### src/rtl/logic_unit_scheduler.sv
// Round-robin scheduler sharing one registered OR/AND/XOR/NOR unit between NUM_REQ requesters.
// Define LU_BACK2BACK_EN to let a result handshake accept the next request in the same cycle.

module logic_unit_scheduler_lane #(
  parameter int ID_W = 2,
  parameter int IDX  = 0
) (
  input  logic            vld,
  input  logic [ID_W-1:0] ptr,
  output logic            hi
);
  // Requester sits at or above the pointer: first pass of the wrap-around search.
  assign hi = vld && (ptr <= ID_W'(IDX));
endmodule

module logic_unit_scheduler #(
  parameter int NUM_REQ = 4,
  parameter int WIDTH   = 8,
  parameter int ID_W    = 2
) (
  input  logic                     Clk,
  input  logic                     Reset,
  input  logic [NUM_REQ-1:0]       Req_Valid,
  output logic [NUM_REQ-1:0]       Req_Ready,
  input  logic [WIDTH*NUM_REQ-1:0] Req_A,
  input  logic [WIDTH*NUM_REQ-1:0] Req_B,
  input  logic [2*NUM_REQ-1:0]     Req_Op,
  output logic                     Res_Valid,
  input  logic                     Res_Ready,
  output logic [WIDTH-1:0]         Res_Data,
  output logic [ID_W-1:0]          Res_Id,
  output logic                     Busy
);

  typedef enum logic [1:0] {IDLE, EXEC, RESP} state_t;

  typedef struct packed {
    logic [WIDTH-1:0] a;
    logic [WIDTH-1:0] b;
    logic [1:0]       op;
    logic [ID_W-1:0]  id;
  } req_t;

  state_t             state, state_nx;
  logic [ID_W-1:0]    ptr;
  logic [NUM_REQ-1:0] hi;
  logic [ID_W-1:0]    win;
  logic               any;
  logic               accept;
  req_t               req_q;
  logic [WIDTH-1:0]   res_nx;

  genvar gi;
  generate
    for (gi = 0; gi < NUM_REQ; gi++) begin : g_lane
      logic_unit_scheduler_lane #(.ID_W(ID_W), .IDX(gi)) u_lane (
        .vld (Req_Valid[gi]),
        .ptr (ptr),
        .hi  (hi[gi])
      );
    end
  endgenerate

  // Lowest set bit at/above ptr wins; otherwise wrap to the lowest set bit overall.
  always_comb begin
    logic found;
    win   = '0;
    found = 1'b0;
    any   = |Req_Valid;
    for (int i = 0; i < NUM_REQ; i++) begin
      if (!found && hi[i]) begin
        win   = ID_W'(i);
        found = 1'b1;
      end
    end
    for (int i = 0; i < NUM_REQ; i++) begin
      if (!found && Req_Valid[i]) begin
        win   = ID_W'(i);
        found = 1'b1;
      end
    end
  end

`ifdef LU_BACK2BACK_EN
  assign accept = !Reset && any &&
                  (state == IDLE || (state == RESP && Res_Valid && Res_Ready));
`else
  assign accept = !Reset && any && (state == IDLE);
`endif

  always_ff @(posedge Clk) begin
    if (Reset) state <= IDLE;
    else       state <= state_nx;
  end

  always_comb begin
    state_nx = state;
    case (state)
      IDLE: if (any) state_nx = EXEC;
      EXEC: state_nx = RESP;
      RESP: if (Res_Valid && Res_Ready) begin
`ifdef LU_BACK2BACK_EN
        state_nx = any ? EXEC : IDLE;
`else
        state_nx = IDLE;
`endif
      end
      default: state_nx = IDLE;
    endcase
  end

  always_comb begin
    Req_Ready = '0;
    if (accept) Req_Ready[win] = 1'b1;
    Busy = (state != IDLE);
  end

  always_comb begin
    case (req_q.op)
      2'b00:   res_nx = req_q.a | req_q.b;
      2'b01:   res_nx = req_q.a & req_q.b;
      2'b10:   res_nx = req_q.a ^ req_q.b;
      default: res_nx = ~(req_q.a | req_q.b);
    endcase
  end

  always_ff @(posedge Clk) begin
    if (Reset) begin
      ptr       <= '0;
      req_q     <= '0;
      Res_Valid <= 1'b0;
      Res_Data  <= '0;
      Res_Id    <= '0;
    end else begin
      if (accept) begin
        req_q.a  <= Req_A[win*WIDTH +: WIDTH];
        req_q.b  <= Req_B[win*WIDTH +: WIDTH];
        req_q.op <= Req_Op[win*2 +: 2];
        req_q.id <= win;
        ptr      <= (int'(win) == NUM_REQ-1) ? '0 : win + 1'b1;
      end
      if (state == EXEC) begin
        Res_Data  <= res_nx;
        Res_Id    <= req_q.id;
        Res_Valid <= 1'b1;
      end else if (state == RESP && Res_Ready) begin
        Res_Valid <= 1'b0;
      end
    end
  end

endmodule

### config.mk
export PLATFORM = sky130hd
export DESIGN_NAME = logic_unit_scheduler
export DESIGN_NICKNAME = d
export VERILOG_FILES = /design/src/rtl/logic_unit_scheduler.sv
export SDC_FILE = /design/constraint.sdc
export NUM_CORES = 1
export LEC_CHECK = 0
export BUFFER_PORTS_ARGS = -buffer_cell sky130_fd_sc_hd__buf_2
export CAP_MARGIN = 20
export CORE_ASPECT_RATIO = 0.75
export CORE_UTILIZATION = 45
export CTS_CLUSTER_SIZE = 14
export DETAILED_ROUTE_END_ITERATION = 12
export GPL_TIMING_DRIVEN = 0
export PLACE_DENSITY_LB_ADDON = 0.12
export SYNTH_ARGS = -nofsm -noshare
export SYNTH_HDL_FRONTEND = slang
export SYNTH_SLANG_ARGS = --single-unit
### constraint.sdc
create_clock -name Clk -period 5.3 [get_ports Clk]
set_clock_uncertainty 0.2 [all_clocks]
set_input_delay 0.53 -clock Clk [delete_from_list [all_inputs] [get_ports Clk]]
set_output_delay 0.53 -clock Clk [all_outputs]
set_load 0.005 [all_outputs]
# [Yosys cells after proc, flatten, opt, wreduce, memory -nomap -nowiden]
# Index checks and enable logic that the tools add are counted.
[totals] regBits=35 mem_count=0 latch_bits=0 inputBits=79 ram_bits=0 wordCells=84 rom_bits=0
[classes] n_reduce_logical=30 shifts=3 mul=0 order_cmp=6 eq_ne=7 bitwise=4 mux=24 n_div=0 addsub=1
[ops] cell="indexed part select 32 x 6 -> 8 bit" n=2
[ops] cell="case mux 8 bit (3 select lines)" n=1
[ops] cell="two-way mux 2 bit" n=9
[ops] cell="logical AND 1 bit" n=16
[ops] cell="two-way mux 1 bit" n=11
[ops] cell="bitwise AND 8 bit" n=1
[ops] cell="logical NOT 1 bit" n=8
[ops] cell="NOT 8 bit" n=1
[ops] cell="bitwise OR 8 bit" n=1
[ops] cell="indexed part select 8 x 4 -> 2 bit" n=1
[ops] cell="bitwise XOR 8 bit" n=1
[ops] cell="== test 2 x 1 -> 1 bit (second input constant)" n=3
[ops] cell="case mux 2 bit (3 select lines)" n=1
[ops] cell="== test 2 bit (second input constant)" n=2
[ops] cell="<= comparator 2 x 1 -> 1 bit (second input constant)" n=2
[ops] cell="<= comparator 2 bit (second input constant)" n=2
[ops] cell="logical NOT 2 bit" n=2
[ops] cell="two-way mux 4 bit" n=1
[ops] cell="inequality test 2 bit (second input constant)" n=2
[ops] cell="nonzero test 2 bit" n=2
[ops] cell="OR reduction 4 bit" n=1
[ops] cell="less-than comparator 2 x 3 -> 1 bit (second input constant)" n=1
[ops] cell="adder 2 x 1 -> 2 bit (second input constant)" n=1
[ops] cell="demux 1 bit (select 2 bit)" n=1
[ops] cell="2 further kinds" n=2

# [Longest topological paths before layout]
[logic_depth] depth_word=29 ltp_mapped=8 depth_no_buf=7

# [By module]
# From an unflattened synthesis, not the netlist that was laid out.
[hier_totals] cells_unflattened=311 hier_area_um2=2573.7
[by_module_without_submodules] mod="logic_unit_scheduler" instances=1 cells_each=307 area_per_inst_um2=2528.7
[by_module_without_submodules] mod="logic_unit_scheduler_lane (g_lane[1].u_lane)" instances=1 cells_each=1 area_per_inst_um2=13.8
[by_module_without_submodules] mod="logic_unit_scheduler_lane (g_lane[0].u_lane)" instances=1 cells_each=1 area_per_inst_um2=12.5
[by_module_without_submodules] mod="logic_unit_scheduler_lane (g_lane[2].u_lane)" instances=1 cells_each=1 area_per_inst_um2=11.3
[by_module_without_submodules] mod="logic_unit_scheduler_lane (g_lane[3].u_lane)" instances=1 cells_each=1 area_per_inst_um2=7.5

# [Worst setup path after synthesis]
# OpenSTA, ideal clock, no wires.
[synth_path] kind="input port to output port" from="input Req_Valid[0]" to="output Req_Ready[0]" t_arrival_ps=1895 cell_stages=8 n_path_buf=2 path_slack_ps=2675 cell_sequence="nor2b_1 > or4_4 > buf_6 > nand2_8 > inv_8 > buf_8 > ha_1 > and2_1"
[synth_between] elab_chain_cells=28
[synth_rtl] element="start: declaration" line="23" source="input logic [NUM_REQ-1:0] Req_Valid,"
[synth_rtl] element="logical AND 1 bit" line="13" source="assign hi = vld && (ptr <= ID_W'(IDX));"
[synth_rtl] element="two-way mux 1 bit" line="71" source="if (!found && hi[i]) begin"
[synth_rtl] element="logical NOT 1 bit" line="71"
[synth_rtl] element="logical AND 1 bit" line="71"
[synth_rtl] element="two-way mux 1 bit" line="71"
[synth_rtl] element="logical NOT 1 bit" line="71"
[synth_rtl] element="logical AND 1 bit" line="71"
[synth_rtl] element="two-way mux 1 bit" line="71"
[synth_rtl] element="[... 13 more ...]"
[synth_rtl] element="logical AND 1 bit" line="77" source="if (!found && Req_Valid[i]) begin"
[synth_rtl] element="two-way mux 2 bit *" line="77"
[synth_rtl] element="via win[0]" line="47" source="logic [ID_W-1:0] win;"
[synth_rtl] element="less-than comparator 2 x 3 -> 1 bit (implied by the code) or >= comparator 2 x 1 -> 1 bit (tied branches)" line="114" source="if (accept) Req_Ready[win] = 1'b1;"
[synth_rtl] element="logical AND 1 bit (implied by the code)" line="114"
[synth_rtl] element="two-way mux 1 bit (implied by the code)" line="114"
[synth_rtl] element="demux 1 bit (select 2 bit) *" line="114"
[synth_rtl] element="two-way mux 4 bit *" line="114"
[synth_rtl] element="end: declaration" line="24" source="output logic [NUM_REQ-1:0] Req_Ready,"
# The timed path passes the listed nets; every way through them passes the cells marked *.

# [Worst setup path after layout]
# Same ends and word-level chain as after synthesis.

==> flow_summary_export.csv <==
group,metric,value,unit
run_status,status,"completed",
yosys,syn_area_per_cell,8.41,um^2
final_layout,diodes,0,
route,drc,0,
route,drt_iter0_drc,64,
worst_setup_path,end_kind,"primary output",
yosys,synth_cells,303,
final_layout,final_area,0.00324,mm^2
final_layout,finish.utilization,60.0,%
route,wl,6220,um
worst_setup_path,path_cells,"buf_2 -> nor2b_1 -> or4_4 -> buf_6 -> nand2_8 -> inv_8 -> buf_8 -> ha_1 -> and2_1 -> buf_2",
worst_setup_path,reg2reg_slack,3.14,ns
floorplanning,coreArea,0.00541,mm^2
worst_setup_path,crit_top_cell,"buf_2",
yosys,synth_cell_types,36,
yosys,ys.flop_type,"dfxtp_1",
route,routed_via_density,4.99,
route,vias,2392,
clock_tree,cts_tree,"built",
placement,place_area,0.00311,mm^2
global_route,grt_max_degree,13,
placement,gp_congestion,0.727,
timing,period_minus_slack,2.94,ns
power,power_density,333,mW/mm^2
global_route,grt_antenna_before_repair,0,
clock_tree,cts.path.max_buffers,2,
min_path,min_to,"Res_Id[1]",
worst_setup_path,worstPathMaxFanout,11,
floorplanning,num_rows,23,
clock_tree,cts_max_level,2,
yosys,synth_top_cell_area_share,27.5,%
worst_setup_path,slowest_delay,0.51,ns
route,ant_nets,0,
yosys,synthArstFlopShare,0,%
timing,maxSlewHeadroom,54.7,%
yosys,netlist_area,0.00255,mm^2
floorplanning,dieArea,0.00597,mm^2
timing,fin_ws,2.36,ns
global_route,grt-ovfl-total,0,
worst_setup_path,required,4.57,ns
power,switching_share,34.3,%
placement,port_buffers,93,
power,totalPowerFinal,1.08,mW
timing,setup_tns,0,ns
run,cap_violations,0,
power,p_clk_share,26.9,%
min_path,hp-class,"reg2reg",
yosys,seq_area_frac_synth,27.5,%
timing,tightest_slew,0.680,ns
clock_tree,cts.clk_slew.worst_paths,0.08,ns
final_layout,layout_common_cells,"buf_2 (99), dfxtp_1 (35), nand2_1 (30)",
final_layout,final_common_cell,"buf_2",
clock_tree,clock-root-buffer,"clkbuf_8",
floorplanning,initial_core_util,47.1,%
yosys,yosysTopAreaCell,"dfxtp_1",
timing,finalMaxSlewViolations,0,
power,power.switching,0.370,mW
final_layout,finalNonFillerCells,479,
power,p_leak,1.61,nW
timing,rsz0062_at_grt,"no",
yosys,yosysWarnings,0,
placement,dp.cells,471,
worst_setup_path,worstRegToRegCells,7,
timing,fin_crit_sh,55.5,%
final_layout,final_nets,502,
yosys,ys_seq_elements,35,
global_route,gr-usage-all-layers,22.0,%
yosys,synthTopCellsByArea,"dfxtp_1 (27%), mux2i_1 (11%), ha_1 (9.8%)",
power,power_frac_comb,40.6,%
yosys,synth-edff-count,0,
clock_tree,clock-sinks,35,
timing,holdWs,0.267,ns
worst_setup_path,reg2reg_to,"req_q[4]",
clock_tree,holdBufCountCts,0,
floorplanning,die_w,88.9,um
power,p_int,0.708,mW
min_path,hp-start,"Res_Id[1]",
clock_tree,insertion_delay,0.29,ns
power,ir_worst_vdd,0.000130,V
worst_setup_path,worstPathArrival,2.21,ns
placement,hpwl,4940,um
global_route,grt_pass1_vias,2224,
yosys,syn_nets,402,
clock_tree,cts.repair.resized,0,
route,first_pass_iters,4,
route,wl_per_cell,13.0,um
min_path,whs_path_depth,2,
timing,hold_viol_final,0,
worst_setup_path,critPathLaunchType,"primary input",
global_route,grt_pass1_wl,10100,um
clock_tree,cts_setup_buffers,0,
worst_setup_path,path_class,"in2out",
final_layout,drive_gt1_share,31.2,%
floorplanning,pin_count,95,
timing,finalSetupViolations,0,
worst_setup_path,cpMaxStageDelayCell,"or4_4",
final_layout,area_delta_synth_final,27.3,%
power,p_seq_share,32.5,%
timing,fmax,340,MHz
floorplanning,dieHeight,67.2,um
placement,dpl_worst_slack,2.36,ns
worst_setup_path,reg2reg_from,"ptr[0]",
clock_tree,cts_buffers,5,
## power groups by stage
stage	Clock [mW]	Combinational, mW	Sequential, mW
finish	0.290	0.438	0.351
global route	0.308	0.496	0.358
CTS	0.294	0.441	0.351
detailed placement	0	0.438	0.356
global placement	0	0.424	0.354
floorplan	0	0.326	0.345
## synth_stat cells, types with 2 or more instances
master     n
dfxtp_1   35
nand2_1   30
mux2i_1   29
inv_1     24
o211ai_1  24
ha_1      20
and3_1    19
a21boi_1  18
nor2_1    18
o21ai_1   18
clkbuf_1   8
o21ai_0    7
a21oi_1    6
buf_2      6
mux2_2     6
a211oi_1   5
and2_1     5
buf_4      3
nor2b_1    3
nand2b_1   2
nand3b_1   2
## worst max-delay path: cells and delay by family
kind	cells	cell delay, ns
adder cells (fa/ha/maj)	1	0.19
buffers and inverters	5	0.63
AND/OR/NAND/NOR	4	0.86
## layer usage
metal | GRT usage (%) | part of all wire (%) | up-vias
met5 | 0 | 0 | -
met4 | 6.05 | 1.0 | 0
met3 | 3.30 | 4.1 | 7
met2 | 33.5 | 43 | 61
met1 | 32.2 | 52 | 1071
li1 | - | - | 1253
## flip-flops by register name, indices dropped and copies added, names as in the netlist
register,count
req_q,20
Res_Data,8
Res_Id,2
ptr,2
state,2
Res_Valid,1
## worst max-delay path by stage
| stage | start | to | slack (ns) | cells after the start |
|---|---|---|---|---|
| after global routing | Req_Valid[0] | Req_Ready[0] | 2.28 | 10 |
| after global placement | Req_Valid[0] | Req_Ready[0] | 2.37 | 10 |
| after CTS | Req_Valid[0] | Req_Ready[0] | 2.36 | 10 |
| final | Req_Valid[0] | Req_Ready[0] | 2.36 | 10 |
| after detailed placement | Req_Valid[0] | Req_Ready[0] | 2.36 | 10 |
| after floorplan | Req_Valid[0] | Req_Ready[0] | 2.67 | 8 |
## final cells by class
| class | count | area (um^2) |
|---|---|---|
| Sequential cell | 35 | 701 |
| Tap cell | 75 | 93.8 |
| Timing Repair Buffer | 93 | 465 |
| Clock inverter | 3 | 67.6 |
| Multi-Input combinational cell | 223 | 1630 |
| Clock buffer | 5 | 68.8 |
| Fill cell | 545 | 2170 |
| Buffer | 20 | 113 |
| Inverter | 25 | 101 |
## kinds of logic (layout without fill, tap and decap cells)
kind of cell               after synthesis  after routing  share of synthesized area [%]
DFF                                     35             35                           27.5
AOI/OAI and AO/OA                       80             80                           21.3
and+or+nand+nor                         88             88                           19.0
buffers and inverters                   45            146                           8.39
adders and majority gates               20             20                           9.82
muxes                                   35             35                           14.0
Power figures use the tool's default switching activity.
